`src/rtl/cell_alloc_pkg.sv`:
```
// Shared types and helpers for the multi-port cell allocator.
package cell_alloc_pkg;

    localparam int unsigned CELL_NUM_DEF      = 64;
    localparam int unsigned CELL_ID_WIDTH_DEF = $clog2(CELL_NUM_DEF);
    localparam int unsigned MAX_FREE_PORTS    = 16;

    typedef logic [CELL_ID_WIDTH_DEF-1:0] cell_id_t;

    typedef enum logic {
        ST_INIT,
        ST_RUN
    } state_t;

    // One-hot round-robin pick over the first n request bits; the search
    // begins at 'start', which holds the port after the last granted one.
    function automatic logic [MAX_FREE_PORTS-1:0] rr_pick(
        input logic [MAX_FREE_PORTS-1:0] req,
        input logic [3:0]                start,
        input int unsigned               n
    );
        logic [MAX_FREE_PORTS-1:0] gnt;
        logic [3:0]                idx;
        gnt = '0;
        for (int unsigned i = 0; i < n; i++) begin
            idx = 4'((32'(start) + i) % n);
            if (req[idx] && (gnt == '0)) begin
                gnt[idx] = 1'b1;
            end
        end
        return gnt;
    endfunction

endpackage

```
`src/rtl/cell_alloc_mp_free_list.sv`:
```
// Ring-RAM free list: async-read head, wrap-bit pointers, registered count.
module cell_free_list #(
    parameter int unsigned CELL_NUM      = 64,
    parameter int unsigned CELL_ID_WIDTH = $clog2(CELL_NUM)
) (
    input  logic                     clk,
    input  logic                     rst,
    input  logic                     push,
    input  logic [CELL_ID_WIDTH-1:0] push_id,
    input  logic                     pop,
    output logic [CELL_ID_WIDTH-1:0] pop_id,
    output logic                     empty,
    output logic                     full,
    output logic [CELL_ID_WIDTH:0]   count,
    output logic [CELL_ID_WIDTH:0]   count_next
);

    localparam int unsigned W = CELL_ID_WIDTH;

    logic [W-1:0] mem [CELL_NUM];
    logic [W:0]   rd_ptr;
    logic [W:0]   wr_ptr;
    logic         do_push;
    logic         do_pop;

    assign empty   = (rd_ptr == wr_ptr);
    assign full    = (rd_ptr[W] != wr_ptr[W]) && (rd_ptr[W-1:0] == wr_ptr[W-1:0]);
    assign pop_id  = mem[rd_ptr[W-1:0]];
    assign do_push = push && !full;
    assign do_pop  = pop && !empty;

    // Next occupancy: simultaneous push and pop cancel out.
    always_comb begin
        count_next = count;
        if (do_push && !do_pop) begin
            count_next = count + 1'b1;
        end else if (!do_push && do_pop) begin
            count_next = count - 1'b1;
        end
    end

    // Storage write; contents need no reset because INIT rewrites every entry.
    always_ff @(posedge clk) begin
        if (do_push) begin
            mem[wr_ptr[W-1:0]] <= push_id;
        end
    end

    // Pointer and count registers.
    always_ff @(posedge clk) begin
        if (rst) begin
            rd_ptr <= '0;
            wr_ptr <= '0;
            count  <= '0;
        end else begin
            if (do_push) wr_ptr <= wr_ptr + 1'b1;
            if (do_pop)  rd_ptr <= rd_ptr + 1'b1;
            count <= count_next;
        end
    end

endmodule

```
`src/rtl/cell_alloc_mp.sv`:
```
// Multi-port free-list cell allocator: one alloc per cycle, round-robin frees.
// Optional macro CELL_ALLOC_DOUBLE_FREE_CHECK_EN adds an allocated-cell bitmap
// that drops and flags frees of cells that are not currently allocated.
module cell_alloc_mp
    import cell_alloc_pkg::*;
#(
    parameter int unsigned CELL_NUM       = 64,
    parameter int unsigned CELL_ID_WIDTH  = $clog2(CELL_NUM),
    parameter int unsigned FREE_PORT_NUM  = 4,
    parameter int unsigned INTENSE_THRESH = 32
) (
    input  logic                                   clk,
    input  logic                                   rst,
    output logic                                   init_done,
    input  logic                                   alloc_req,
    output logic                                   alloc_gnt,
    output logic [CELL_ID_WIDTH-1:0]               alloc_cell_id,
    output logic                                   alloc_intense,
    output logic [CELL_ID_WIDTH:0]                 free_count,
    input  logic [FREE_PORT_NUM-1:0]               free_req,
    output logic [FREE_PORT_NUM-1:0]               free_ready,
    input  logic [FREE_PORT_NUM*CELL_ID_WIDTH-1:0] free_cell_id,
    output logic                                   free_err
);

    localparam int unsigned W = CELL_ID_WIDTH;

    state_t                    state;
    state_t                    state_nxt;
    logic                      run;
    logic [W-1:0]              init_cnt;
    logic [3:0]                rr_ptr;
    logic [MAX_FREE_PORTS-1:0] grant_ext;
    logic [3:0]                sel_idx;
    logic [W-1:0]              sel_id;
    logic                      free_fire;
    logic                      free_valid;
    logic                      push;
    logic [W-1:0]              push_id;
    logic                      empty;
    logic                      full;
    logic [W:0]                count_next;

    // State register and INIT ID counter.
    always_ff @(posedge clk) begin
        if (rst) begin
            state    <= ST_INIT;
            init_cnt <= '0;
        end else begin
            state <= state_nxt;
            if (state == ST_INIT) init_cnt <= init_cnt + 1'b1;
        end
    end

    // Next state and run qualifier; INIT leaves after writing the last ID.
    always_comb begin
        state_nxt = state;
        run       = 1'b0;
        case (state)
            ST_INIT: if (init_cnt == W'(CELL_NUM - 1)) state_nxt = ST_RUN;
            ST_RUN:  run = 1'b1;
            default: state_nxt = ST_INIT;
        endcase
    end

    assign init_done     = run;
    assign alloc_gnt     = alloc_req && run && !empty;

    assign grant_ext  = rr_pick(MAX_FREE_PORTS'(free_req), rr_ptr, FREE_PORT_NUM);
    assign free_ready = (run && !full) ? grant_ext[FREE_PORT_NUM-1:0] : '0;
    assign free_fire  = |free_ready;

    // Index of the granted free port.
    always_comb begin
        sel_idx = '0;
        for (int unsigned i = 0; i < MAX_FREE_PORTS; i++) begin
            if (grant_ext[i]) sel_idx = 4'(i);
        end
    end

    assign sel_id = free_cell_id[32'(sel_idx)*W +: W];

    // Round-robin pointer moves past the port that completed a handshake.
    always_ff @(posedge clk) begin
        if (rst) begin
            rr_ptr <= '0;
        end else if (free_fire) begin
            rr_ptr <= (sel_idx == 4'(FREE_PORT_NUM - 1)) ? 4'd0 : sel_idx + 4'd1;
        end
    end

`ifdef CELL_ALLOC_DOUBLE_FREE_CHECK_EN
    logic [CELL_NUM-1:0] alloc_map;

    // A same-cycle alloc of the freed ID makes that free legal.
    assign free_valid = alloc_map[sel_id] || (alloc_gnt && (alloc_cell_id == sel_id));
    assign free_err   = free_fire && !free_valid;

    // Allocated-cell bitmap: set on alloc, cleared by a legal free.
    always_ff @(posedge clk) begin
        if (rst) begin
            alloc_map <= '0;
        end else begin
            if (alloc_gnt) alloc_map[alloc_cell_id] <= 1'b1;
            if (free_fire && free_valid) alloc_map[sel_id] <= 1'b0;
        end
    end
`else
    assign free_valid = 1'b1;
    assign free_err   = 1'b0;
`endif

    assign push    = (state == ST_INIT) || (free_fire && free_valid);
    assign push_id = (state == ST_INIT) ? init_cnt : sel_id;

    cell_free_list #(
        .CELL_NUM      (CELL_NUM),
        .CELL_ID_WIDTH (CELL_ID_WIDTH)
    ) u_free_list (
        .clk        (clk),
        .rst        (rst),
        .push       (push),
        .push_id    (push_id),
        .pop        (alloc_gnt),
        .pop_id     (alloc_cell_id),
        .empty      (empty),
        .full       (full),
        .count      (free_count),
        .count_next (count_next)
    );

    // Pressure flag tracks the occupancy the count register is about to hold.
    always_ff @(posedge clk) begin
        if (rst) begin
            alloc_intense <= 1'b1;
        end else begin
            alloc_intense <= (32'(count_next) <= INTENSE_THRESH);
        end
    end

endmodule

```
`config.mk`:
```
export PLATFORM = sky130hd
export DESIGN_NAME = cell_alloc_mp
export DESIGN_NICKNAME = d
export VERILOG_FILES = /design/src/rtl/cell_alloc_pkg.sv /design/src/rtl/cell_alloc_mp_free_list.sv /design/src/rtl/cell_alloc_mp.sv
export SDC_FILE = /design/constraint.sdc
export NUM_CORES = 1
export LEC_CHECK = 0
export CAP_MARGIN = 20
export CORE_UTILIZATION = 60
export DETAILED_ROUTE_END_ITERATION = 8
export PLACE_DENSITY = 0.75
export SETUP_SLACK_MARGIN = 0.2
export SYNTH_ARGS = -nofsm -noshare
export SYNTH_HDL_FRONTEND = slang
export SYNTH_SLANG_ARGS = --single-unit
```
`constraint.sdc`:
```
create_clock -name clk -period 11.4 [get_ports clk]
set_input_delay 3.42 -clock clk [delete_from_list [all_inputs] [get_ports clk]]
set_output_delay 3.42 -clock clk [all_outputs]
set_load 0.02 [all_outputs]
```
==> results of run 1 <==
cells by family (layout without fill, tap and decap cells):
kind of cell    after synthesis  after routing
xor+xnor                     31             31
buf+inv                      63            143
mux                         150            150
compound gates               49             49
simple gates                211            211
fa+ha+maj                    12             12
other cells                   1              1
flops                       421            421
power breakdown:
| part | total (µW) | internal (µW) | switching (µW) |
|---|---|---|---|
| Combinational | 109 | 41.9 | 66.8 |
| Sequential | 1700 | 1690 | 8.48 |
| Clock | 1270 | 721 | 551 |
| Total | 3080 | 2450 | 626 |
final cells by class:
class                      count  area share
multi-input combinational    454      0.2566
clock inverter                20    0.008069
sequential                   421      0.6236
timing repair buffer          64     0.03075
tap                          384     0.02440
inverter                       8    0.001525
clock buffer                  51     0.05508
worst reg2reg max path, delay by kind of cell, from the launching register on:
kind / cells / cell delay (ns)
and+or+nand+nor: 7 / 2.65
DFF: 1 / 0.61
adders and majority gates: 1 / 0.39
muxes: 1 / 0.59
AOI/OAI and AO/OA: 1 / 0.57
buffers and inverters: 1 / 0.18
registers in the layout, indices dropped and copies added, names as in the netlist, named ones only:
signal and cells:
alloc_intense 1, u_free_list.wr_ptr 7, init_cnt 6, u_free_list.count 7, u_free_list.rd_ptr 7, u_free_list.mem 384
state 1, rr_ptr 2
how the worst max path moves through the flow:
stage                start       endpoint  slack [ns]  depth (start not counted)
2_1_floorplan  free_req[3]  free_ready[2]        2.44                          9
6_report       free_req[3]  free_ready[2]        1.35                          9
4_1_cts        free_req[2]  free_ready[1]        1.39                          8
3_3_place_gp   free_req[2]  free_ready[1]        1.49                          8
5_1_grt        free_req[3]  free_ready[2]        1.23                          9
3_5_place_dp   free_req[2]  free_ready[1]        1.42                          8
cell usage after synthesis (6+ instances only):
cell	count
edfxtp_1	384
mux4_2	130
nor2_1	118
dfxtp_1	37
clkbuf_1	34
a21oi_1	20
mux2i_1	19
xnor2_1	18
nand2_1	17
buf_1	16
nand3_1	14
nand4_1	13
ha_1	12
xor2_1	11
inv_1	8
o21ai_0	6
per-stage QoR:
step           hold slack (ns)  cells  worst slack [ns]  power [µW]
3_3_place_gp            0.5160   1331             1.489        1837
3_5_place_dp            0.5249   1331             1.419        1841
6_report                0.5326   1402             1.348        3079
2_1_floorplan           0.4919    938             2.444        1791
5_1_grt                 0.5820   1402             1.233        3155
4_1_cts                 0.5326   1402             1.391        3090
per-layer routing:
metal  track usage  vias to the layer above  wire, µm  share of wire
met5             0                        -        13        0.00036
met4       0.06084                        2       688          0.019
met3       0.04112                       56      2397          0.066
met2        0.4101                      365     18050           0.49
met1        0.3667                     4654     15320           0.42
li1              -                     3876         -              -
==> flow_summary_export.csv, run 1 <==
group,metric,value,unit
drt,viasPerCell,6.386,
critical_path,start_kind,"input port",
final_layout,drive_gt1_frac,0.2269,
pwr,vdd_drop_max,0.0001062,V
critical_path,reg2reg_slack,6.04,ns
hold_path,min-delay-start,"u_free_list.rd_ptr[1]",
floorplan,die_w,172.9,µm
synth,async_flop_share,0,
clocking,post-cts-setup-buffers,0,
drt,num_vias,8953,
final_layout,nets,1033,
final_layout,postLayoutCoreUtil,0.6861,
critical_path,critPathMaxStageDelay,0.65,ns
final_layout,n_antenna_cell,0,
clocking,clock_latency,0.54,ns
clocking,ctsResizeCount,0,
synth,syn-num-nets,981,
final_layout,multiInputGateArea,5054,µm²
synth,synth_compound_area_frac,0.02129,
clocking,cts_root_buf,"clkbuf_16",
critical_path,arrival,6.63,ns
synth,syn_area,17520,µm²
timing,skew,0.02336,ns
floorplan,io_pins,52,
clocking,htreeDepth,2,
grt,grt_max_degree,65,
timing,slew_headroom,0.3201,
critical_path,crit_path_end_kind,"primary output",
critical_path,r2r_start,"rr_ptr[0]",
grt,antenna_found_initial,1,
grt,grt_pass1_wl,55970,µm
place,dpl_cell_area,18450,µm²
critical_path,cp.required,7.98,ns
floorplan,die_height,172.9,µm
timing,max_freq,99.48,MHz
synth,synth_flop_cell,"edfxtp_1",
timing,fin_tns_setup,0,ns
final_layout,final_cell_mix,"edfxtp_1 (384), mux4_2 (130), nor2_1 (118)",
timing,min_period,10.05,ns
critical_path,slowest_stage,"clkdlybuf4s50_1",
drt,wl_per_cell,26.01,µm
timing,slew_viol_final,0,
clocking,clk_pin_slew,0.06,ns
pwr,power_leakage,0.006188,µW
synth,synth_top_family_by_area,"multiplexers",
clocking,cts_tree,"built",
timing,rsz0062_at_grt,"false",
place,port_buffers,50,
drt,route.detailed.drc,0,
floorplan,die-area,29880,µm²
synth,synth_adder_area_share,0.008572,
critical_path,ff2ff_path_depth,11,
synth,synth.yosys.warnings,0,
flow_run,timing.max_cap.violations,0,
drt,finalWirelength,36470,µm
synth,synth-edff-count,384,
critical_path,rr_endpoint,"u_free_list.mem[32][5]",
synth,synthMuxAreaShare,0.1787,
final_layout,n_fill_cell,1840,
floorplan,core_area,28700,µm²
synth,synth.distinct_cells,59,
pwr,powerDensity,156.4,nW/µm²
critical_path,crit_path_max_fanout,15,
final_layout,regArea,12280,µm²
drt,drtIter0Drc,907,
synth,synth.avg_cell_area,18.67,µm²
synth,synth_top_area_frac,0.6583,
synth,ys_seq_area_frac,0.7006,
grt,grt_util_all_layers,0.2529,
clocking,cts_num_sinks,421,
synth,synthXorXnorAreaFrac,0.01636,
synth,synth_seq_cells,421,
critical_path,crit_family,"simple AND/OR/NAND/NOR gates",
clocking,ctsHoldBuffers,0,
hold_path,min_path_type,"reg -> reg",
synth,synthSimpleGateAreaFrac,0.05958,
critical_path,crit_chain,"clkdlybuf4s50_1 -> mux4_2 -> or3b_1 -> nand4_1 -> and2_1 -> nand4_1 -> and2_1 -> nor2_1 -> clkdlybuf4s50_1",
final_layout,fin_area,19690,µm²
hold_path,whs_path_depth,2,
final_layout,area_growth,12.44,%
run_status,status,"finished, final reports clean",
drt,first_pass_iters,5,
floorplan,num_rows,62,
place,dp_hpwl,21390,µm
drt,postRouteAntennaNets,0,
timing,final_hold_viol_count,0,
timing,setup_viol,0,
grt,overflow,0,
synth,synth.largest_area_cell,"edfxtp_1",
place,gp_congestion,0.8445,
clocking,cts_max_path_buffers,3,
timing,tightest_slew,1.020,ns
synth,yosys-top-cells-area,"edfxtp_1 (66%), mux4_2 (17%), dfxtp_1 (4.2%)",
critical_path,cp_num_buf_inv,2,
timing,layout_worst_path_cycle_share,0.8818,
clocking,cts_made_buffers,41,
floorplan,start_util,0.6102,
grt,grt_pass1_vias,9100,
final_layout,layout_commonest_cell,"edfxtp_1",
synth,syn_inst,938,
critical_path,worstSetupPathType,"in -> out",
Note: power is estimated with default switching activity, not from simulation.
==> run 2, diff against run 1 <==
--- a/config.mk
+++ b/config.mk
@@ -5,11 +5,12 @@
 export SDC_FILE = /design/constraint.sdc
 export NUM_CORES = 1
 export LEC_CHECK = 0
-export CAP_MARGIN = 20
+export CAP_MARGIN = 0
 export CORE_UTILIZATION = 60
 export DETAILED_ROUTE_END_ITERATION = 8
 export PLACE_DENSITY = 0.75
 export SETUP_SLACK_MARGIN = 0.2
+export SLEW_MARGIN = 20
 export SYNTH_ARGS = -nofsm -noshare
 export SYNTH_HDL_FRONTEND = slang
 export SYNTH_SLANG_ARGS = --single-unit
==> results of run 2 <==
Same layout as run 1: the final DEF is identical, and so are final timing and power.
